File: src/rtl/conv_csr_pkg.sv
// ---------------------------------------------------------------------------
// conv_csr_pkg
//   Shared constants and helpers for the convolution accelerator CSR bank.
//   Ports: none (package).
//   Contents:
//     - CTRL register index and start bit position
//     - default register count / status index
//     - per-accelerator register index map
//     - commit FSM state type
//     - cfg_out slice helper
// ---------------------------------------------------------------------------
package conv_csr_pkg;

    localparam int CSR_CTRL_IDX         = 0;
    localparam int CTRL_START_BIT       = 0;

    localparam int CSR_DEFAULT_NREG     = 8;
    localparam int CSR_DEFAULT_STAT_IDX = CSR_DEFAULT_NREG - 1;

    // Register map of the convolution engine
    localparam int CSR_CONV_SIZE_IDX    = 1;
    localparam int CSR_STRIDE_IDX       = 2;
    localparam int CSR_IFM_BASE_IDX     = 3;
    localparam int CSR_WGT_BASE_IDX     = 4;
    localparam int CSR_OFM_BASE_IDX     = 5;
    localparam int CSR_PAD_IDX          = 6;

    typedef enum logic {
        COMMIT_IDLE = 1'b0,
        COMMIT_PEND = 1'b1
    } commit_state_e;

    // LSB position of register idx inside the flattened cfg_out bus
    function automatic int cfg_lsb(input int idx, input int width);
        return idx * width;
    endfunction

endpackage

File: src/rtl/csr_cell.sv
// ---------------------------------------------------------------------------
// csr_cell
//   One configuration register with per-bit masked write and an optional
//   shadow stage. When shadowed, host writes land in the shadow and are
//   copied to the active value on commit; otherwise writes go straight to
//   the active value.
//   Ports:
//     clk, rstn       clock, async active-low reset
//     wr_en           accepted write targeting this register
//     wr_data/wr_mask write data and per-bit enable
//     commit          copy shadow -> active at this edge (shadowed only)
//     rd_value        host-visible value (shadow if shadowed, else active)
//     active          value driving the datapath
// ---------------------------------------------------------------------------
module csr_cell
    import conv_csr_pkg::*;
#(
    parameter int WIDTH    = 32,
    parameter bit SHADOWED = 1'b1
) (
    input  logic             clk,
    input  logic             rstn,
    input  logic             wr_en,
    input  logic [WIDTH-1:0] wr_data,
    input  logic [WIDTH-1:0] wr_mask,
    input  logic             commit,
    output logic [WIDTH-1:0] rd_value,
    output logic [WIDTH-1:0] active
);

    if (SHADOWED) begin : g_shadow
        logic [WIDTH-1:0] shadow_q;

        always_ff @(posedge clk or negedge rstn) begin
            if (!rstn) begin
                shadow_q <= '0;
            end else if (wr_en) begin
                shadow_q <= (shadow_q & ~wr_mask) | (wr_data & wr_mask);
            end
        end

        // Copy samples the pre-write shadow when a write lands on the same edge
        always_ff @(posedge clk or negedge rstn) begin
            if (!rstn) begin
                active <= '0;
            end else if (commit) begin
                active <= shadow_q;
            end
        end

        assign rd_value = shadow_q;
    end else begin : g_direct
        logic unused_commit;
        assign unused_commit = commit;

        always_ff @(posedge clk or negedge rstn) begin
            if (!rstn) begin
                active <= '0;
            end else if (wr_en) begin
                active <= (active & ~wr_mask) | (wr_data & wr_mask);
            end
        end

        assign rd_value = active;
    end

endmodule

File: src/rtl/csr_bank.sv
// ---------------------------------------------------------------------------
// csr_bank
//   Control/status register bank for the convolution accelerator.
//   Reg 0 is CTRL (bit0 self-clearing start), reg STAT_IDX is a W1C status
//   register with hardware set, all other regs are config cells that are
//   double-buffered where SHADOW_MASK selects it.
//   Ports:
//     clk, rstn                      clock, async active-low reset
//     wr_valid/wr_ready              write handshake (stalls while commit pending)
//     wr_addr/wr_data/wr_mask        write index, data, per-bit enable
//     wr_err                         pulse: accepted write was out of range
//     rd_en/rd_addr                  read request
//     rd_data/rd_valid               registered read response
//     busy                           engine running, defers commit
//     commit_req/commit_done         shadow->active copy request / done pulse
//     hw_stat_set                    per-bit status set strobes
//     cfg_out                        active values, reg i at [i*WIDTH +: WIDTH]
//     start_pulse                    pulse when CTRL bit0 written 1
//     irq                            registered OR of status
//
//   Commit FSM
//   state        | meaning
//   -------------+-----------------------------------------------------------
//   COMMIT_IDLE  | no commit outstanding, writes accepted
//   COMMIT_PEND  | commit requested while busy, waiting for busy=0, writes stall
// ---------------------------------------------------------------------------
module csr_bank
    import conv_csr_pkg::*;
#(
    parameter int              WIDTH       = 32,
    parameter int              NREG        = 8,
    parameter int              STAT_IDX    = NREG - 1,
    parameter logic [NREG-1:0] SHADOW_MASK = {NREG{1'b1}},
    localparam int             AW          = $clog2(NREG)
) (
    input  logic                  clk,
    input  logic                  rstn,
    input  logic                  wr_valid,
    output logic                  wr_ready,
    input  logic [AW-1:0]         wr_addr,
    input  logic [WIDTH-1:0]      wr_data,
    input  logic [WIDTH-1:0]      wr_mask,
    output logic                  wr_err,
    input  logic                  rd_en,
    input  logic [AW-1:0]         rd_addr,
    output logic [WIDTH-1:0]      rd_data,
    output logic                  rd_valid,
    input  logic                  busy,
    input  logic                  commit_req,
    output logic                  commit_done,
    input  logic [WIDTH-1:0]      hw_stat_set,
    output logic [NREG*WIDTH-1:0] cfg_out,
    output logic                  start_pulse,
    output logic                  irq
);

    localparam logic [WIDTH-1:0] CTRL_SELF_CLR = WIDTH'(1) << CTRL_START_BIT;

    commit_state_e    state_q;
    commit_state_e    state_d;
    logic             commit_copy;

    logic             wr_fire;
    logic             wr_in_range;
    logic [NREG-1:0]  wr_sel;

    logic [WIDTH-1:0] ctrl_q;
    logic [WIDTH-1:0] stat_q;
    logic [WIDTH-1:0] stat_w1c;

    logic [WIDTH-1:0] rd_vals  [NREG];
    logic [WIDTH-1:0] act_vals [NREG];
    logic [WIDTH-1:0] rd_mux;

    // ---------------- write decode ----------------
    assign wr_fire     = wr_valid & wr_ready;
    assign wr_in_range = int'(wr_addr) < NREG;

    always_comb begin
        wr_sel = '0;
        for (int i = 0; i < NREG; i++) begin
            wr_sel[i] = wr_fire && wr_in_range && (int'(wr_addr) == i);
        end
    end

    // ---------------- commit FSM ----------------
    always_ff @(posedge clk or negedge rstn) begin
        if (!rstn) begin
            state_q <= COMMIT_IDLE;
        end else begin
            state_q <= state_d;
        end
    end

    always_comb begin
        state_d = state_q;
        case (state_q)
            COMMIT_IDLE: if (commit_req && busy) state_d = COMMIT_PEND;
            COMMIT_PEND: if (!busy)              state_d = COMMIT_IDLE;
            default:                             state_d = COMMIT_IDLE;
        endcase
    end

    // Requests arriving while pending are absorbed: PEND copies only on ~busy
    always_comb begin
        commit_copy = 1'b0;
        wr_ready    = 1'b1;
        case (state_q)
            COMMIT_IDLE: commit_copy = commit_req & ~busy;
            COMMIT_PEND: begin
                commit_copy = ~busy;
                wr_ready    = 1'b0;
            end
            default: begin
                commit_copy = 1'b0;
                wr_ready    = 1'b1;
            end
        endcase
    end

    always_ff @(posedge clk or negedge rstn) begin
        if (!rstn) begin
            commit_done <= 1'b0;
        end else begin
            commit_done <= commit_copy;
        end
    end

    // ---------------- register array ----------------
    for (genvar i = 0; i < NREG; i++) begin : g_reg
        if (i == CSR_CTRL_IDX) begin : g_ctrl
            assign rd_vals[i]  = ctrl_q;
            assign act_vals[i] = ctrl_q;
        end else if (i == STAT_IDX) begin : g_stat
            assign rd_vals[i]  = stat_q;
            assign act_vals[i] = stat_q;
        end else begin : g_cfg
            csr_cell #(
                .WIDTH    (WIDTH),
                .SHADOWED (SHADOW_MASK[i])
            ) u_cell (
                .clk      (clk),
                .rstn     (rstn),
                .wr_en    (wr_sel[i]),
                .wr_data  (wr_data),
                .wr_mask  (wr_mask),
                .commit   (commit_copy),
                .rd_value (rd_vals[i]),
                .active   (act_vals[i])
            );
        end
        assign cfg_out[cfg_lsb(i, WIDTH) +: WIDTH] = act_vals[i];
    end

    // ---------------- CTRL ----------------
    // Start bit is never stored, so it reads and drives 0.
    always_ff @(posedge clk or negedge rstn) begin
        if (!rstn) begin
            ctrl_q      <= '0;
            start_pulse <= 1'b0;
        end else begin
            start_pulse <= wr_sel[CSR_CTRL_IDX] & wr_mask[CTRL_START_BIT]
                         & wr_data[CTRL_START_BIT];
            if (wr_sel[CSR_CTRL_IDX]) begin
                ctrl_q <= ((ctrl_q & ~wr_mask) | (wr_data & wr_mask)) & ~CTRL_SELF_CLR;
            end
        end
    end

    // ---------------- STATUS ----------------
    // Set is OR-ed after the clear so hardware set wins over W1C.
    assign stat_w1c = wr_sel[STAT_IDX] ? (wr_data & wr_mask) : '0;

    always_ff @(posedge clk or negedge rstn) begin
        if (!rstn) begin
            stat_q <= '0;
            irq    <= 1'b0;
        end else begin
            stat_q <= (stat_q & ~stat_w1c) | hw_stat_set;
            irq    <= |stat_q;
        end
    end

    // ---------------- read port ----------------
    always_comb begin
        rd_mux = '0;
        for (int i = 0; i < NREG; i++) begin
            if (int'(rd_addr) == i) rd_mux = rd_vals[i];
        end
    end

    always_ff @(posedge clk or negedge rstn) begin
        if (!rstn) begin
            rd_data  <= '0;
            rd_valid <= 1'b0;
            wr_err   <= 1'b0;
        end else begin
            rd_valid <= rd_en;
            if (rd_en) rd_data <= rd_mux;
            wr_err   <= wr_fire & ~wr_in_range;
        end
    end

endmodule

File: config.mk
export PLATFORM = sky130hd
export DESIGN_NAME = csr_bank
export DESIGN_NICKNAME = d
export VERILOG_FILES = /design/src/rtl/conv_csr_pkg.sv /design/src/rtl/csr_cell.sv /design/src/rtl/csr_bank.sv
export SDC_FILE = /design/constraint.sdc
export NUM_CORES = 1
export LEC_CHECK = 0
export CORE_ASPECT_RATIO = 1.2
export CORE_MARGIN = 3
export CORE_UTILIZATION = 53
export CTS_CLUSTER_SIZE = 25
export DETAILED_ROUTE_END_ITERATION = 8
export PLACE_DENSITY_LB_ADDON = 0.25
export SYNTH_ARGS = -nofsm -noshare
export SYNTH_HDL_FRONTEND = slang
export SYNTH_SLANG_ARGS = --single-unit
File: constraint.sdc
create_clock -name clk -period 2.2 [get_ports clk]
set_input_delay 0.44 -clock clk [delete_from_list [all_inputs] [get_ports clk]]
set_output_delay 0.44 -clock clk [all_outputs]
set_load 0.005 [all_outputs]
# Word-level counts from Yosys, hierarchy flattened
# Index checks and enable logic that the tools add are counted.
totals:
  wordCells: 85
  register_bits: 484
  input_bits: 108
classes:
  reduce_logical: 12
  eq_ne: 14
  n_bitwise: 25
  mux: 14
op_table:
  columns: ["operator", "count"]
  rows:
  - ["AND 32 bit", 9]
  - ["two-way mux 32 bit", 9]
  - ["OR 32 bit", 8]
  - ["NOT 32 bit", 2]
  - ["OR reduction 32 bit", 1]
  - ["equality test 3 bit, second input constant", 8]
  - ["equality test 3 x 2 -> 1 bit, second input constant", 4]
  - ["logical AND 1 bit", 9]
  - ["equality test 3 x 1 -> 1 bit, second input constant", 2]
  - ["zero test 3 bit", 2]
  - ["AND 1 bit", 4]
  - ["case mux 1 bit (2 select lines)", 2]
  - ["two-way mux 1 bit", 3]
  - ["NOT 1 bit", 2]

# Logic depth before layout (Yosys ltp)
depth:
  word_depth: 9
  depth_mapped: 8

# Hierarchy
# A second synthesis with hierarchy kept.
hier_totals:
  hier_cells: 1684
  hier_area_um2: 22352.7
modules_own_cells:
  columns: ["module", "cells_per_inst", "n_inst", "area_per_inst_um2", "seq_area_each_um2"]
  rows:
  - ["csr_cell", 167, 6, 2627.5, 1601.5]
  - ["csr_bank", 682, 1, 6587.6, 2502.4]

# Worst setup path after synthesis
# Ideal clock, no wire load.
synth_timing:
  path_type: "input port to flip-flop"
  startpoint: "input port wr_addr[2]"
  endpoint: "register with a tool-made name"
  cell_stages: 5
  arrival_time_ns: 1.608
  setup_time_ns: 0.125
  path_slack_ns: 0.467
  cell_sequence: "or3b_4 > nor3_4 > buf_6 > nand2_1 > mux2_4"
synth_lines:
  columns: ["item", "line_no", "text"]
  rows:
  - ["from (decl)", "csr_bank.sv:40", "input logic [AW-1:0] wr_addr,"]

# Worst setup path in the final report
layout_timing:
  startpoint: "register stat_q[14]"
  endpoint: "output port cfg_out[238]"
layout_lines:
  columns: ["item", "line_no", "text"]
  rows:
  - ["from (decl)", "csr_bank.sv:68", "logic [WIDTH-1:0] stat_q;"]
  - ["from (signal assigned)", "csr_bank.sv:179", "stat_q <= (stat_q & ~stat_w1c) | hw_stat_set;"]
  - ["to (decl)", "csr_bank.sv:52", "output logic [NREG*WIDTH-1:0] cfg_out,"]
# No word-level cell between the ends.

==> impl_summary.txt <==
----------------------------------------------------
[Run status]
  Status ... finished clean

[STA]
  Final Hold Vio Count ... 0
  Portion of the clock cycle consumed by the worst path in the final layout ... roughly 97%
  Final total negative setup slack ... 0 ns
  Number of endpoints failing setup at the final stage ... 0
  Final Max Tran Viols ... 0
  Highest Clock Rate ... around 470 MHz
  Setup repair after global routing missed its margin ... no
  Headroom to the max-slew limit ... a little over a third
  Slew at the pin closest to its max-slew limit ... just under 1 ns
  Shortest period the worst path allows ... about 2.1 ns
  Slack of the critical path ... 0.0750 ns
  Worst Clk Skew ... around 0.024 ns

[Job]
  Number of maximum-capacitance constraint violations ... 0

[Layout]
  Number of non-filler instances in the completed layout ... between 3000 and 4000
  Fraction of layout instances using a drive strength above 1 ... 15.2%
  Nets@finish ... 2568
  Area of the multi-input gates ... about 8500 um^2
  Layout-stage area growth over the synthesis result ... 29.9%
  Fill cell total of the finished layout ... about 3000
  Fraction of the core area covered by cells at the end of the flow ... between 60% and 70%
  FF+latch area ... about 12000 um^2

[Floorplan]
  Die outline area ... roughly 43000 um^2
  I/O pins ... between 400 and 500
  Starting density of the core ... a little over half
  Height of the chip ... roughly 230 um
  Die Span X ... ~190 um
  Standard-cell rows ... 80
  Std-Cell Core Area ... approximately 40000 um^2

[Synthesis]
  Yosys top cell area share ... between 50 and 60%
  Largest family of logic cells by synthesized area ... simple AND/OR/NAND/NOR gates
  Share of the synthesized area in compound gates (AO/OA/AOI/OAI) ... under 10%
  Prevailing post-synth register cell ... sky130_fd_sc_hd__dfrtp_1
  Main area contributors after synthesis ... sky130_fd_sc_hd__dfrtp_1 (57%), sky130_fd_sc_hd__nand2_1 (14%), sky130_fd_sc_hd__mux2_2 (7.6%)
  Average cell area after synthesis ... roughly 10 um^2
  Area of the mapped netlist ... about 21000 um^2
  Most frequent cell after synthesis ... sky130_fd_sc_hd__nand2_1
  Mux contribution to synthesized area ... between 10% and 20%
  Xor/xnor cell area share of the yosys netlist ... 0%
  Post-synthesis cell type with the largest combined area ... sky130_fd_sc_hd__dfrtp_1
  Post-synthesis async set-or-reset flop share ... between 90% and 100%
  Yosys reg bits ... 484
  Count of flip-flops with a built-in enable after synthesis ... 0
  Synth unique cells ... 48
  Seq/Total Area, Yosys ... 56.6%
  Syn. warnings ... 0
  Synth Area in Adders ... 0%
  Leading cell types by count after synthesis ... sky130_fd_sc_hd__nand2_1 (823), sky130_fd_sc_hd__dfrtp_1 (484), sky130_fd_sc_hd__mux2_2 (145)
  Gate count after technology mapping ... 2086
  Basic-gate share of the synthesized area counting and, or, nand and nor cells ... 19.3%

[Power and ir drop]
  Power per unit of standard cell area ... about 950 nW/um^2
  Pwr Total ... about 26000 uW
  Peak supply drop ... 0.000712 V
  Net Sw Frac ... about 28%
  Net Switching ... 7330 uW
  Combinational group share of total power ... 21.8%
  Portion of total power attributed to sequential cells ... between 40% and 50%
  Leakage power figure ... between 0.01 and 0.015 uW
  Internal ... 19100 uW
  Share of total power in the clock network ... 31.8%

[Worst setup path]
  Nature of the critical path startpoint ... flip-flop
  Worst Setup End Kind ... output port
  Beginning of the worst register-to-register path ... state_q
  Master of the slowest instance on the critical path ... sky130_fd_sc_hd__clkdlybuf4s50_1
  Highest net fanout along the worst path ... 4
  Cell depth of the worst setup path ... 1
  Critical path start-end classification ... reg -> out
  Data required time of the worst path ... roughly 1.8 ns
  Crit path DAT ... around 1.7 ns
  Worst-case register-to-register setup slack ... about 0.25 ns
  Critical Path Max Stage Delay ... ~0.59 ns
  Count of cells along the worst register-to-register path ... 5
  Number of buffer and inverter stages on the critical path ... 1
  Cells along the critical path ... clkdlybuf4s50_1
  Family of cells with the greatest summed delay on the critical path ... buffers and inverters

[Clocking]
  Clock slew at reported path FFs ... 0.06 ns
  CTS tree ... done
  Cell chosen for the clock root ... sky130_fd_sc_hd__clkbuf_16
  H-tree depth reported by CTS ... 2
  Setup repair bufs after CTS ... 0
  Total clock buffers created by CTS ... 47
  Clock network latency to the later pin of the worst-skew pair ... roughly 0.57 ns
  Post-CTS sizing ... 0
  Number of buffers between clock root and the deepest sink ... 3
  # clock sinks ... 484
  Cts hold-fix bufs ... 1

[Detailed routing]
  Final routed DRC violation total ... 0
  Detailed Route Iter0 Violations ... between 1500 and 2000
  Number of nets with antenna violations after detailed routing ... 0
  Overall via count from detail_route ... approximately 18000
  Drt total wl ... approximately 69 mm
  First-pass DRT Iterations ... 5
  Wire length per cell ... 22.7 um
  Detailed-route vias per instance ... between 5 and 6

[Global routing]
  Pin count of the biggest net entering global routing ... 81
  GRT busiest layer ... met2
  Antenna violations before repair ... 5
  Global routing usage on met1 ... about two fifths
  Wire length of the first global-routing pass ... between 100 and 150 mm
  Fraction of met2 tracks used by global routing ... between 50% and 60%
  Via count of the first global-routing pass ... approximately 18000
  Overflow after GRT ... 0
  Global-route usage over all layers ... 31.7%
  Met3 Resource Use GR ... between 6 and 7%

[Placement]
  Port Buffer Count ... ~400
  Post-DP HPWL ... 46.3 mm
  Pre-CTS worst setup slack ... -0.199 ns
  Final GP Congestion ... slightly below 0.9
  Total placed cells including tap cells ... roughly 3000

[Hold path]
  Worst Hold Class ... in -> async

----------------------------------------------------
[per-layer routing]
| metal | routed length, um | up-vias |
|---|---|---|
| li1 | - | 7749 |
| met1 | 26500 | 8827 |
| met2 | 33300 | 899 |
| met3 | 6430 | 170 |
| met4 | 2530 | 2 |
| met5 | 9 | - |
[worst max path at each step]
stage                    to  slack (ns)       start
2_1_floorplan     flip-flop        0.47  wr_addr[2]
3_3_place_gp      flip-flop       -0.17    wr_valid
3_5_place_dp      flip-flop       -0.20    wr_valid
4_1_cts        cfg_out[238]        0.07  stat_q[14]
5_1_grt        cfg_out[238]        0.05  stat_q[14]
6_report       cfg_out[238]        0.08  stat_q[14]
[layout make-up]
type,instances,share of cell area (%)
sequential,484,43.6
multi-input combinational,1445,30.4
timing repair buffer,476,17.6
clock buffer,69,5.11
tap,533,2.40
clock inverter,18,0.707
inverter,6,0.0991
antenna,3,0.0270
[layout by cell type, fill, tap and decap left out, types with 4 or more instances in the layout]
master	count
sky130_fd_sc_hd__nand4b_1	4
sky130_fd_sc_hd__a21oi_1	10
sky130_fd_sc_hd__a221oi_1	8
sky130_fd_sc_hd__dfrtp_1	484
sky130_fd_sc_hd__nand3b_1	8
sky130_fd_sc_hd__clkdlybuf4s50_1	394
sky130_fd_sc_hd__mux2i_1	9
sky130_fd_sc_hd__mux2_2	145
sky130_fd_sc_hd__clkbuf_1	8
sky130_fd_sc_hd__o21ai_0	46
sky130_fd_sc_hd__o22ai_1	27
sky130_fd_sc_hd__o221ai_1	22
sky130_fd_sc_hd__mux2_4	29
sky130_fd_sc_hd__nand3_1	34
sky130_fd_sc_hd__buf_12	27
sky130_fd_sc_hd__nor2b_1	46
sky130_fd_sc_hd__buf_4	52
sky130_fd_sc_hd__a21o_1	32
sky130_fd_sc_hd__clkbuf_8	12
sky130_fd_sc_hd__nand2_1	823
sky130_fd_sc_hd__nor3_1	45
sky130_fd_sc_hd__nor2_4	7
sky130_fd_sc_hd__clkbuf_16	49
sky130_fd_sc_hd__nor4_1	8
sky130_fd_sc_hd__bufinv_16	4
sky130_fd_sc_hd__clkinv_2	12
sky130_fd_sc_hd__a211oi_1	4
sky130_fd_sc_hd__nor2_1	6
sky130_fd_sc_hd__and4_1	4
sky130_fd_sc_hd__a31oi_1	23
sky130_fd_sc_hd__a22oi_1	4
sky130_fd_sc_hd__mux2_1	50
sky130_fd_sc_hd__o221a_2	22
[kinds of logic after synthesis]
logic type / Yosys count
other cells: 1
flops: 484
buf+inv: 158
simple gates: 999
mux: 234
compound gates: 210
[per-stage QoR]
| step | area, um^2 | hold slack, ns |
|---|---|---|
| 2_1_floorplan | 21400 | 0.144 |
| 3_3_place_gp | 26200 | 0.433 |
| 6_report | 27800 | 0.437 |
| 3_5_place_dp | 26200 | 0.436 |
| 4_1_cts | 27800 | 0.407 |
| 5_1_grt | 27800 | 0.415 |
[power groups by stage]
stage	sequential (uW)	clock [uW]	combinational (uW)
2_1_floorplan	12000	0	2340
3_3_place_gp	12300	0	5570
3_5_place_dp	12300	0	5730
4_1_cts	12200	8490	5790
5_1_grt	12500	8850	6230
6_report	12200	8400	5750
No activity file was read; power rests on OpenSTA's default activity.
